===== src/rtl/mdu_pkg.sv =====
// Shared definitions for the multiply/divide unit: op encoding, FSM states and iteration count.
package mdu_pkg;

    localparam int unsigned MDU_ITER = 32;

    localparam logic [2:0] OP_MULT  = 3'd0;
    localparam logic [2:0] OP_MULTU = 3'd1;
    localparam logic [2:0] OP_DIV   = 3'd2;
    localparam logic [2:0] OP_DIVU  = 3'd3;
    localparam logic [2:0] OP_MTHI  = 3'd4;
    localparam logic [2:0] OP_MTLO  = 3'd5;

    typedef enum logic [2:0] {
        StIdle,
        StPrep,
        StCalc,
        StFix,
        StWb
    } mdu_state_e;

endpackage


===== src/rtl/mdu_ctrl_if.sv =====
// Execute-stage request / HI-LO writeback bundle of the multiply/divide unit.
// Build option MDU_DIV0_EXC_EN adds the div0_err signal.
interface mdu_ctrl_if #(
    parameter int unsigned WIDTH = mdu_pkg::MDU_ITER
);
    logic             start;
    logic [2:0]       op;
    logic [WIDTH-1:0] rs_data;
    logic [WIDTH-1:0] rt_data;
    logic             cancel;
    logic             busy;
    logic             done;
    logic [WIDTH-1:0] hi_wdata;
    logic [WIDTH-1:0] lo_wdata;
    logic             hi_w;
    logic             lo_w;
`ifdef MDU_DIV0_EXC_EN
    logic             div0_err;

    modport master (
        output start, op, rs_data, rt_data, cancel,
        input  busy, done, hi_wdata, lo_wdata, hi_w, lo_w, div0_err
    );
    modport slave (
        input  start, op, rs_data, rt_data, cancel,
        output busy, done, hi_wdata, lo_wdata, hi_w, lo_w, div0_err
    );
`else
    modport master (
        output start, op, rs_data, rt_data, cancel,
        input  busy, done, hi_wdata, lo_wdata, hi_w, lo_w
    );
    modport slave (
        input  start, op, rs_data, rt_data, cancel,
        output busy, done, hi_wdata, lo_wdata, hi_w, lo_w
    );
`endif
endinterface


===== src/rtl/mdu_iter_step.sv =====
// One radix-2 iteration on the {acc, q} pair: shift-add multiply or restoring-divide step.
module mdu_iter_step #(
    parameter int unsigned WIDTH = 32
) (
    input  logic             div_i,
    input  logic [WIDTH-1:0] acc_i,
    input  logic [WIDTH-1:0] q_i,
    input  logic [WIDTH-1:0] m_i,
    output logic [WIDTH-1:0] acc_o,
    output logic [WIDTH-1:0] q_o
);
    logic [WIDTH:0] sum;
    logic [WIDTH:0] shifted;
    logic [WIDTH:0] diff;

    always_comb begin
        sum     = {1'b0, acc_i} + (q_i[0] ? {1'b0, m_i} : '0);
        shifted = {acc_i, q_i[WIDTH-1]};
        // Partial remainder stays below 2*m, so the top bit of diff is a clean borrow flag.
        diff    = shifted - {1'b0, m_i};
        if (div_i) begin
            if (!diff[WIDTH]) begin
                acc_o = diff[WIDTH-1:0];
                q_o   = {q_i[WIDTH-2:0], 1'b1};
            end else begin
                acc_o = shifted[WIDTH-1:0];
                q_o   = {q_i[WIDTH-2:0], 1'b0};
            end
        end else begin
            acc_o = sum[WIDTH:1];
            q_o   = {sum[0], q_i[WIDTH-1:1]};
        end
    end

endmodule


===== src/rtl/mdu_ctrl.sv =====
// Multi-cycle MULT/MULTU/DIV/DIVU/MTHI/MTLO sequencer driving the HI/LO register write ports.
// Build option MDU_DIV0_EXC_EN: divide by zero raises div0_err instead of writing HI/LO.
module mdu_ctrl
    import mdu_pkg::*;
#(
    parameter int unsigned WIDTH = MDU_ITER
) (
    input logic       mdu_ctrl_clk,
    input logic       mdu_ctrl_rst_n,
    mdu_ctrl_if.slave bus
);
    localparam int unsigned CntW = $clog2(WIDTH);
`ifdef MDU_DIV0_EXC_EN
    localparam bit Div0Exc = 1'b1;
`else
    localparam bit Div0Exc = 1'b0;
`endif

    mdu_state_e       state_q, state_d;
    logic [CntW-1:0]  cnt_q, cnt_d;
    logic [1:0]       op_q, op_d;
    logic [WIDTH-1:0] rs_q, rs_d, rt_q, rt_d;
    logic [WIDTH-1:0] acc_q, acc_d, q_q, q_d, m_q, m_d;
    logic             neg_q, neg_d, rem_neg_q, rem_neg_d, div0_q, div0_d;
    logic [WIDTH-1:0] hi_wdata_q, hi_wdata_d, lo_wdata_q, lo_wdata_d;
    logic             hi_w_q, hi_w_d, lo_w_q, lo_w_d, done_q, done_d;
`ifdef MDU_DIV0_EXC_EN
    logic             div0_err_q, div0_err_d;
`endif

    logic               accept;
    logic               div0_trap;
    logic               sgn;
    logic [WIDTH-1:0]   step_acc, step_q;
    logic [2*WIDTH-1:0] prod;

    assign accept    = bus.start && (state_q == StIdle || state_q == StWb);
    assign div0_trap = Div0Exc && bus.op[1] && (bus.rt_data == '0);
    assign sgn       = !op_q[0];
    assign prod      = neg_q ? ('0 - {acc_q, q_q}) : {acc_q, q_q};

    mdu_iter_step #(
        .WIDTH (WIDTH)
    ) u_step (
        .div_i (op_q[1]),
        .acc_i (acc_q),
        .q_i   (q_q),
        .m_i   (m_q),
        .acc_o (step_acc),
        .q_o   (step_q)
    );

    always_comb begin
        state_d    = state_q;
        cnt_d      = cnt_q;
        op_d       = op_q;
        rs_d       = rs_q;
        rt_d       = rt_q;
        acc_d      = acc_q;
        q_d        = q_q;
        m_d        = m_q;
        neg_d      = neg_q;
        rem_neg_d  = rem_neg_q;
        div0_d     = div0_q;
        hi_wdata_d = hi_wdata_q;
        lo_wdata_d = lo_wdata_q;
        hi_w_d     = 1'b0;
        lo_w_d     = 1'b0;
        done_d     = 1'b0;
`ifdef MDU_DIV0_EXC_EN
        div0_err_d = 1'b0;
`endif
        unique case (state_q)
            StIdle, StWb: begin
                state_d = StIdle;
                if (accept) begin
                    if (!bus.op[2]) begin
                        if (!div0_trap) begin
                            state_d = StPrep;
                            op_d    = bus.op[1:0];
                            rs_d    = bus.rs_data;
                            rt_d    = bus.rt_data;
                        end
`ifdef MDU_DIV0_EXC_EN
                        else begin
                            div0_err_d = 1'b1;
                        end
`endif
                    end else if (bus.op == OP_MTHI) begin
                        state_d    = StWb;
                        hi_w_d     = 1'b1;
                        done_d     = 1'b1;
                        hi_wdata_d = bus.rs_data;
                    end else if (bus.op == OP_MTLO) begin
                        state_d    = StWb;
                        lo_w_d     = 1'b1;
                        done_d     = 1'b1;
                        lo_wdata_d = bus.rs_data;
                    end
                end
            end
            StPrep: begin
                acc_d     = '0;
                q_d       = (sgn && rs_q[WIDTH-1]) ? ('0 - rs_q) : rs_q;
                m_d       = (sgn && rt_q[WIDTH-1]) ? ('0 - rt_q) : rt_q;
                neg_d     = sgn && (rs_q[WIDTH-1] ^ rt_q[WIDTH-1]);
                rem_neg_d = sgn && rs_q[WIDTH-1];
                div0_d    = op_q[1] && (rt_q == '0);
                cnt_d     = '0;
                state_d   = StCalc;
            end
            StCalc: begin
                acc_d = step_acc;
                q_d   = step_q;
                cnt_d = cnt_q + 1'b1;
                if (cnt_q == CntW'(WIDTH - 1)) begin
                    state_d = StFix;
                end
            end
            StFix: begin
                if (!op_q[1]) begin
                    hi_wdata_d = prod[2*WIDTH-1:WIDTH];
                    lo_wdata_d = prod[WIDTH-1:0];
                end else if (div0_q) begin
                    lo_wdata_d = '1;
                    hi_wdata_d = rs_q;
                end else begin
                    lo_wdata_d = neg_q ? ('0 - q_q) : q_q;
                    hi_wdata_d = rem_neg_q ? ('0 - acc_q) : acc_q;
                end
                hi_w_d  = 1'b1;
                lo_w_d  = 1'b1;
                done_d  = 1'b1;
                state_d = StWb;
            end
            default: state_d = StIdle;
        endcase
        // A flush wins over everything; strobes already registered for this WB cycle still go out.
        if (bus.cancel) begin
            state_d    = StIdle;
            hi_w_d     = 1'b0;
            lo_w_d     = 1'b0;
            done_d     = 1'b0;
            hi_wdata_d = hi_wdata_q;
            lo_wdata_d = lo_wdata_q;
`ifdef MDU_DIV0_EXC_EN
            div0_err_d = 1'b0;
`endif
        end
    end

    always_ff @(posedge mdu_ctrl_clk or negedge mdu_ctrl_rst_n) begin
        if (!mdu_ctrl_rst_n) begin
            state_q    <= StIdle;
            cnt_q      <= '0;
            op_q       <= '0;
            rs_q       <= '0;
            rt_q       <= '0;
            acc_q      <= '0;
            q_q        <= '0;
            m_q        <= '0;
            neg_q      <= 1'b0;
            rem_neg_q  <= 1'b0;
            div0_q     <= 1'b0;
            hi_wdata_q <= '0;
            lo_wdata_q <= '0;
            hi_w_q     <= 1'b0;
            lo_w_q     <= 1'b0;
            done_q     <= 1'b0;
`ifdef MDU_DIV0_EXC_EN
            div0_err_q <= 1'b0;
`endif
        end else begin
            state_q    <= state_d;
            cnt_q      <= cnt_d;
            op_q       <= op_d;
            rs_q       <= rs_d;
            rt_q       <= rt_d;
            acc_q      <= acc_d;
            q_q        <= q_d;
            m_q        <= m_d;
            neg_q      <= neg_d;
            rem_neg_q  <= rem_neg_d;
            div0_q     <= div0_d;
            hi_wdata_q <= hi_wdata_d;
            lo_wdata_q <= lo_wdata_d;
            hi_w_q     <= hi_w_d;
            lo_w_q     <= lo_w_d;
            done_q     <= done_d;
`ifdef MDU_DIV0_EXC_EN
            div0_err_q <= div0_err_d;
`endif
        end
    end

    // The issue-cycle term stalls the requesting instruction before the FSM has moved.
    assign bus.busy = (state_q == StPrep) || (state_q == StCalc) || (state_q == StFix) ||
                      (bus.start && !bus.op[2] && (state_q == StIdle || state_q == StWb));
    assign bus.done     = done_q;
    assign bus.hi_w     = hi_w_q;
    assign bus.lo_w     = lo_w_q;
    assign bus.hi_wdata = hi_wdata_q;
    assign bus.lo_wdata = lo_wdata_q;
`ifdef MDU_DIV0_EXC_EN
    assign bus.div0_err = div0_err_q;
`endif

endmodule


===== src/flat_wrapper.sv =====
// flat-port wrapper written by rule: the top's interface ports become plain ports
module mdu_ctrl_flat import mdu_pkg::*;
#(
    parameter int unsigned WIDTH = MDU_ITER
)
  (mdu_ctrl_clk, mdu_ctrl_rst_n, bus_start, bus_op, bus_rs_data, bus_rt_data, bus_cancel, bus_busy, bus_done, bus_hi_wdata, bus_lo_wdata, bus_hi_w, bus_lo_w);
  mdu_ctrl_if #(.WIDTH(WIDTH)) bus_i ();
  input logic mdu_ctrl_clk;
  input logic mdu_ctrl_rst_n;
  input wire logic [$bits(bus_i.start)-1:0] bus_start;
  input wire logic [$bits(bus_i.op)-1:0] bus_op;
  input wire logic [$bits(bus_i.rs_data)-1:0] bus_rs_data;
  input wire logic [$bits(bus_i.rt_data)-1:0] bus_rt_data;
  input wire logic [$bits(bus_i.cancel)-1:0] bus_cancel;
  output wire logic [$bits(bus_i.busy)-1:0] bus_busy;
  output wire logic [$bits(bus_i.done)-1:0] bus_done;
  output wire logic [$bits(bus_i.hi_wdata)-1:0] bus_hi_wdata;
  output wire logic [$bits(bus_i.lo_wdata)-1:0] bus_lo_wdata;
  output wire logic [$bits(bus_i.hi_w)-1:0] bus_hi_w;
  output wire logic [$bits(bus_i.lo_w)-1:0] bus_lo_w;
  assign bus_i.start = bus_start;
  assign bus_i.op = bus_op;
  assign bus_i.rs_data = bus_rs_data;
  assign bus_i.rt_data = bus_rt_data;
  assign bus_i.cancel = bus_cancel;
  assign bus_busy = bus_i.busy;
  assign bus_done = bus_i.done;
  assign bus_hi_wdata = bus_i.hi_wdata;
  assign bus_lo_wdata = bus_i.lo_wdata;
  assign bus_hi_w = bus_i.hi_w;
  assign bus_lo_w = bus_i.lo_w;
  mdu_ctrl #(.WIDTH(WIDTH)) u_core (.mdu_ctrl_clk(mdu_ctrl_clk), .mdu_ctrl_rst_n(mdu_ctrl_rst_n), .bus(bus_i));
endmodule

===== config.mk =====
export PLATFORM = sky130hd
export DESIGN_NAME = mdu_ctrl_flat
export DESIGN_NICKNAME = d
export VERILOG_FILES = /design/src/rtl/mdu_pkg.sv /design/src/rtl/mdu_ctrl_if.sv /design/src/rtl/mdu_iter_step.sv /design/src/rtl/mdu_ctrl.sv /design/src/flat_wrapper.sv
export SDC_FILE = /design/constraint.sdc
export NUM_CORES = 1
export LEC_CHECK = 0
export BUFFER_PORTS_ARGS = -buffer_cell sky130_fd_sc_hd__clkbuf_2
export CORE_UTILIZATION = 47
export CTS_BUF_LIST = sky130_fd_sc_hd__clkbuf_8
export CTS_CLUSTER_DIAMETER = 100
export DETAILED_ROUTE_END_ITERATION = 8
export SLEW_MARGIN = 30
export SYNTH_ARGS = -nofsm -noshare
export SYNTH_HDL_FRONTEND = slang
export SYNTH_HIERARCHICAL = 1
export SYNTH_SLANG_ARGS = --single-unit

===== constraint.sdc =====
create_clock -name mdu_ctrl_clk -period 7.43 [get_ports mdu_ctrl_clk]
set_clock_uncertainty 0.1 [all_clocks]
set_input_delay 1.8575 -clock mdu_ctrl_clk [delete_from_list [all_inputs] [get_ports mdu_ctrl_clk]]
set_output_delay 1.8575 -clock mdu_ctrl_clk [all_outputs]
set_load 0.02 [all_outputs]

# Word level (Yosys, flattened, before mapping)
# Index checks and enable logic that the tools add are counted.
# Widths: inputs -> output; s select.
# classes
bitwise_logic	3
order_cmp	0
mux	49
shift	0
mul	0
n_eq_ne	13
addsub	8
n_div	0
reduce_logical	21
# op_table
operator	n
$mux 32	19
$pmux 32 s2	4
$sub 1x32->32 const A	4
$mux 64	1
$sub 1x64->64 const A	1
$add 32x33->33	1
$sub 33x32->33	1
$logic_not 32->1	1
$mux 3	6
$mux 1	14
$pmux 3 s4	1
$pmux 5 s2	1
$eq 3x3->1 const B	3
$logic_and 1x1->1	7
$eq 3x2->1 const B	2
$ne 2x1->1 const B	3
$pmux 1 s2	3
$reduce_and 6->1	1
$add 5x1->5 const B	1
$eq 5x5->1 const B	1
$reduce_and 5->1	1
$logic_or 1x1->1	4
$ne 2x2->1 const B	2
$reduce_bool 2->1	2
8 further kinds	10
# word_totals
romBits	0
mem_bits_rw	0
n_memories	0
latchBits	0
word_cells	110
out_inout_bits	68
reg_bits	240
in_bits	71

# Longest topological paths before layout
# logic_depth
word_depth	7
mapped_depth	15

# Hierarchy
# The synthesis kept the hierarchy.
# modules_own_cells
mod	cells_each	area_each_um2	n_inst	seq_area_each_um2
mdu_ctrl	1513	13842.0	1	6005.8
mdu_iter_step	663	4590.7	1	0.0

# Worst setup path after synthesis
# No wires, ideal clock.
# synth_path
path_type	input to output
from	input bus_start
to	output bus_busy
t_arrival_ns	2.722
cell_stages	2
setup_slack_ns	2.751
required_time_ns	5.472
n_path_buf	0
cell_sequence	or3b_2 > o22ai_1
# synth_between
elab_chain_len	3
# synth_lines
item	line	text
start, declared	flat_wrapper.sv:10	input wire logic [$bits(bus_i.start)-1:0] bus_start;
$logic_and 1x1->1 (2 in a row)	mdu_ctrl.sv:198	(bus.start && !bus.op[2] && (state_q == StIdle || state_q == StWb));
$logic_or 1x1->1	mdu_ctrl.sv:197	assign bus.busy = (state_q == StPrep) || (state_q == StCalc) || (state_q == StFix) ||
end, declared	flat_wrapper.sv:15	output wire logic [$bits(bus_i.busy)-1:0] bus_busy;
# Every way passes these cells.

# Worst setup path in the final report
# Ends and elaborated chain as after synthesis.

==> metrics.md <==
| Metric | Value |
|---|---|
| Pre-Repair DR Iteration Count | `6` |
| Busiest grt layer | `met1` |
| Fillers | `3675` |
| PortBufs | `138` |
| PostCTS Resize Cnt | `0` |
| Placed Cells | `2716` |
| RD Place Congestion | `1.006` |
| Sw Ratio | `49.84%` |
| Max FO, Critical Path | `5` |
| Seq pwr share | `28.0%` |
| Root buf cell | `clkbuf_8` |
| Row count | `72` |
| WL final | `69440 um` |
| Worst skew pair latency | `0.64 ns` |
| Largest net degree at the start of global routing | `121` |
| Cells after synthesis | `2176` |
| Leakage | `8.829 nW` |
| Cell family with most CP delay | `simple AND/OR/NAND/NOR gates` |
| Worst-Margin Slew | `1.096 ns` |
| Clock power frac | `17.3%` |
| Gr usage total | `34.85%` |
| Max H-tree Level | `2` |
| CP Depth | `4` |
| Met2 Use GR | `49.40%` |
| Clock sinks | `240` |
| EDFF count, synth | `0` |
| Die Wd | `200.0 um` |
| Run status | `finished, final reports clean` |
| CTS tree | `yes` |
| Post-DRT Antenna Nets | `0` |
| CTS max path bufs | `3` |
| Global-route wire length before repair | `105000 um` |
| Total setup buffers inserted after CTS | `0` |
| Share of cells above drive strength 1 | `16.89%` |
| Residual DRC | `0` |
| Startpoint types | `primary input` |
| Io pins | `139` |
| Most used DFF post-synth | `dfrtp_1` |
| Multiplexer share of the synthesized area | `7.202%` |
| RSZ-0062 raised after global routing | `false` |
| Count leader, synth | `dfrtp_1` |
| Register area share after synthesis | `32.58%` |
| Cts bufs inserted | `45` |
| Total congestion overflow | `0` |
| Clk slew on worst S/H paths | `0.06 ns` |
| Max-Slew Margin vs Limit | `26.79%` |
| Via density | `6.384` |
| Fin cells | `2799` |
| Simple-gate share of the synthesized area | `18.30%` |
| Power per cell area | `449.0 nW/um^2` |
| Internal power | `4.640 mW` |
| DR iter-0 viols | `1729` |
| Vias in the first global route | `16.68k` |
| Starting Density | `47.69%` |
| Sw Pwr | `4.610 mW` |
| Synthesized flop and latch total | `240` |
| Netlist cell types | `94` |
| Via count | `17.87k` |
| DIE HEIGHT | `200.0 um` |
| Synthesis warning total | `6` |
| Share of the synthesized area in the top cell type | `32.58%` |
| Hpwl dp | `50990 um` |
| Total core area | `38650 um^2` |
| Worst R2R Setup Slack | `2.99 ns` |
| Setup violations, final | `0` |
| Mapped cell area | `18430 um^2` |
| Min-Delay Path Class | `register to register` |
| Synth Area in XOR/XNOR | `7.412%` |
| Async set or reset register ratio after synthesis | `100.0%` |
| Initial antenna violation count | `3` |
| Top cells by area, synth | `dfrtp_1 33%, mux2_2 5.7%, o21ai_0 5.0%` |
| R2r worst-path depth | `14` |
| Buf/Inv on CP | `2` |
| Hold Fails Final Rpt | `0` |
| Setup CP Type | `primary input to output port` |
| Crit-path slowest cell | `or3b_2` |
| Main combinational cell family by area after synthesis | `compound AO/OA/AOI/OAI gates` |
| Post-synthesis compound-gate area fraction | `24.91%` |
| Design Area, Final | `20600 um^2` |
| Area growth, synth to finish | `11.77%` |
| CP peak stage delay | `0.52 ns` |
| Period utilisation layout | `63.91%` |
| Mean area per synthesized cell | `8.471 um^2` |
| Layout Utilization | `53.31%` |
| Net Count, Synth | `2319` |
| Hold buffers post-CTS | `0` |
| Post-Synth Adder-Cell Area | `4.969%` |
| Post-synth top area cell | `dfrtp_1` |
| Logic gate share of total power | `54.7%` |
| Worst EP required | `5.47 ns` |
| Routed len/inst | `24.81 um` |
| Maximum VDD drop | `209.6 uV` |
| Layout Nets | `2388` |
| CP arrival | `2.79 ns` |
| Minimum clock period | `4.748 ns` |
| Critical-path cell list | `clkbuf_2, or3b_2, o22ai_1, clkbuf_2` |
| Slew Limit Fails | `0` |
| GR Util met1 | `51.67%` |
| Met3 Use GR | `7.880%` |
| Worst hold stages | `2` |
| Post-synth top cells | `240 x dfrtp_1, 221 x nand2_1, 183 x o21ai_0` |
| Total of max-cap violations | `0` |
| Worst setup EP type | `output port` |
| Setup TNS | `0 ns` |
| F_max | `210.6 MHz` |
| Cell mode on critical path | `clkbuf_2` |
| Placed Area | `19470 um^2` |
| Die footprint | `40010 um^2` |
## worst reg2reg max path, stage by stage, from the launching register on
cell,delay [ns]
dfrtp_1,0.67
inv_1,0.13
fa_1,0.45
nand2b_1,0.20
a21oi_1,0.24
o21ai_1,0.21
o21ai_2,0.39
a31oi_4,0.20
a21oi_4,0.26
xor2_4,0.48
buf_4,0.39
o311ai_1,0.18
a31oi_1,0.27
nand2_1,0.08
o21ai_0,0.10
## kinds of logic (layout without fill, tap and decap cells)
kind of cell | after synthesis | in the layout
AO/OA/AOI/OAI | 700 | 700
AND/OR/NAND/NOR | 671 | 671
flip-flops | 240 | 240
buffers and inverters | 219 | 322
XOR/XNOR | 153 | 153
multiplexers | 121 | 121
adder cells (fa/ha/maj) | 72 | 72
other | 0 | 2
## metrics by stage
| step | setup WS [ns] | power [mW] | hold WS, ns |
|---|---|---|---|
| after CTS | 2.684 | 9.140 | 0.3846 |
| final | 2.682 | 9.251 | 0.3837 |
| after floorplan | 2.751 | 5.903 | 0.3494 |
| after detailed placement | 2.473 | 7.505 | 0.3709 |
| after global placement | 2.518 | 7.460 | 0.3614 |
| after global routing | 2.646 | 9.829 | 0.3897 |
## registers in the layout (all words and copies together) (netlist names), 2 cells and up
signal               cells
u_core/acc_q            32
u_core/bus.hi_wdata     32
u_core/bus.lo_wdata     32
u_core/cnt_q             5
u_core/m_q              32
u_core/op_q              2
u_core/q_q              32
u_core/rs_q             32
u_core/rt_q             32
u_core/state_q           3
## layout by cell type (no fill, tap or decap), types with 28 or more instances in the layout
cell type,synthesis,layout
o31ai_1,39,39
a21o_1,33,33
and2_1,40,40
nor3_1,49,49
xnor2_1,80,80
mux2_2,93,93
inv_1,70,75
o22ai_1,28,28
a22o_1,33,33
o21ai_0,183,183
nor2_1,126,123
clkbuf_2,3,137
clkbuf_8,0,63
a21oi_1,136,136
nand3_1,41,41
dfrtp_1,240,238
mux2i_1,28,28
ha_1,70,70
xor2_1,71,71
a31oi_1,44,44
a211oi_1,33,33
nand2_1,221,221
## per-layer routing
layer / vias to the layer above / wire length [um]
met5: - / 61
met1: 8740 / 32030
li1: 8185 / -
met3: 133 / 6439
met4: 4 / 1967
met2: 806 / 28940
## cell type report
type,instances,area [um^2],share of cell area (%)
timing repair buffer,167,934.6,4.537
inverter,74,277.8,1.348
sequential,240,6011,29.18
tap,518,648.1,3.146
antenna,2,5.005,0.02429
multi-input combinational,1717,11610,56.35
clock inverter,18,250.2,1.215
clock buffer,63,867.1,4.209
## worst paths after layout
kind | startpoint | to
min | u_core/bus.lo_wdata[8]$_DFFE_PN0P_ | u_core/bus.lo_wdata[8]$_DFFE_PN0P_
max reg2reg | u_core/acc_q[0]$_DFFE_PN0P_ | u_core/acc_q[11]$_DFFE_PN0P_
max | bus_start | bus_busy
min in group asynchronous | mdu_ctrl_rst_n | u_core/bus.lo_wdata[14]$_DFFE_PN0P_
min reg2reg | u_core/bus.lo_wdata[8]$_DFFE_PN0P_ | u_core/bus.lo_wdata[8]$_DFFE_PN0P_
max in group asynchronous | mdu_ctrl_rst_n | u_core/op_q[1]$_DFFE_PN0P_
## power groups by stage
| stage | logic, mW | clock network [mW] | registers [mW] |
|---|---|---|---|
| 4_1_cts | 4.95 | 1.63 | 2.56 |
| 3_3_place_gp | 4.90 | 0 | 2.56 |
| 5_1_grt | 5.50 | 1.69 | 2.64 |
| 2_1_floorplan | 3.67 | 0 | 2.23 |
| 3_5_place_dp | 4.92 | 0 | 2.58 |
| 6_report | 5.06 | 1.60 | 2.59 |
No activity file was read; power rests on OpenSTA's default activity.
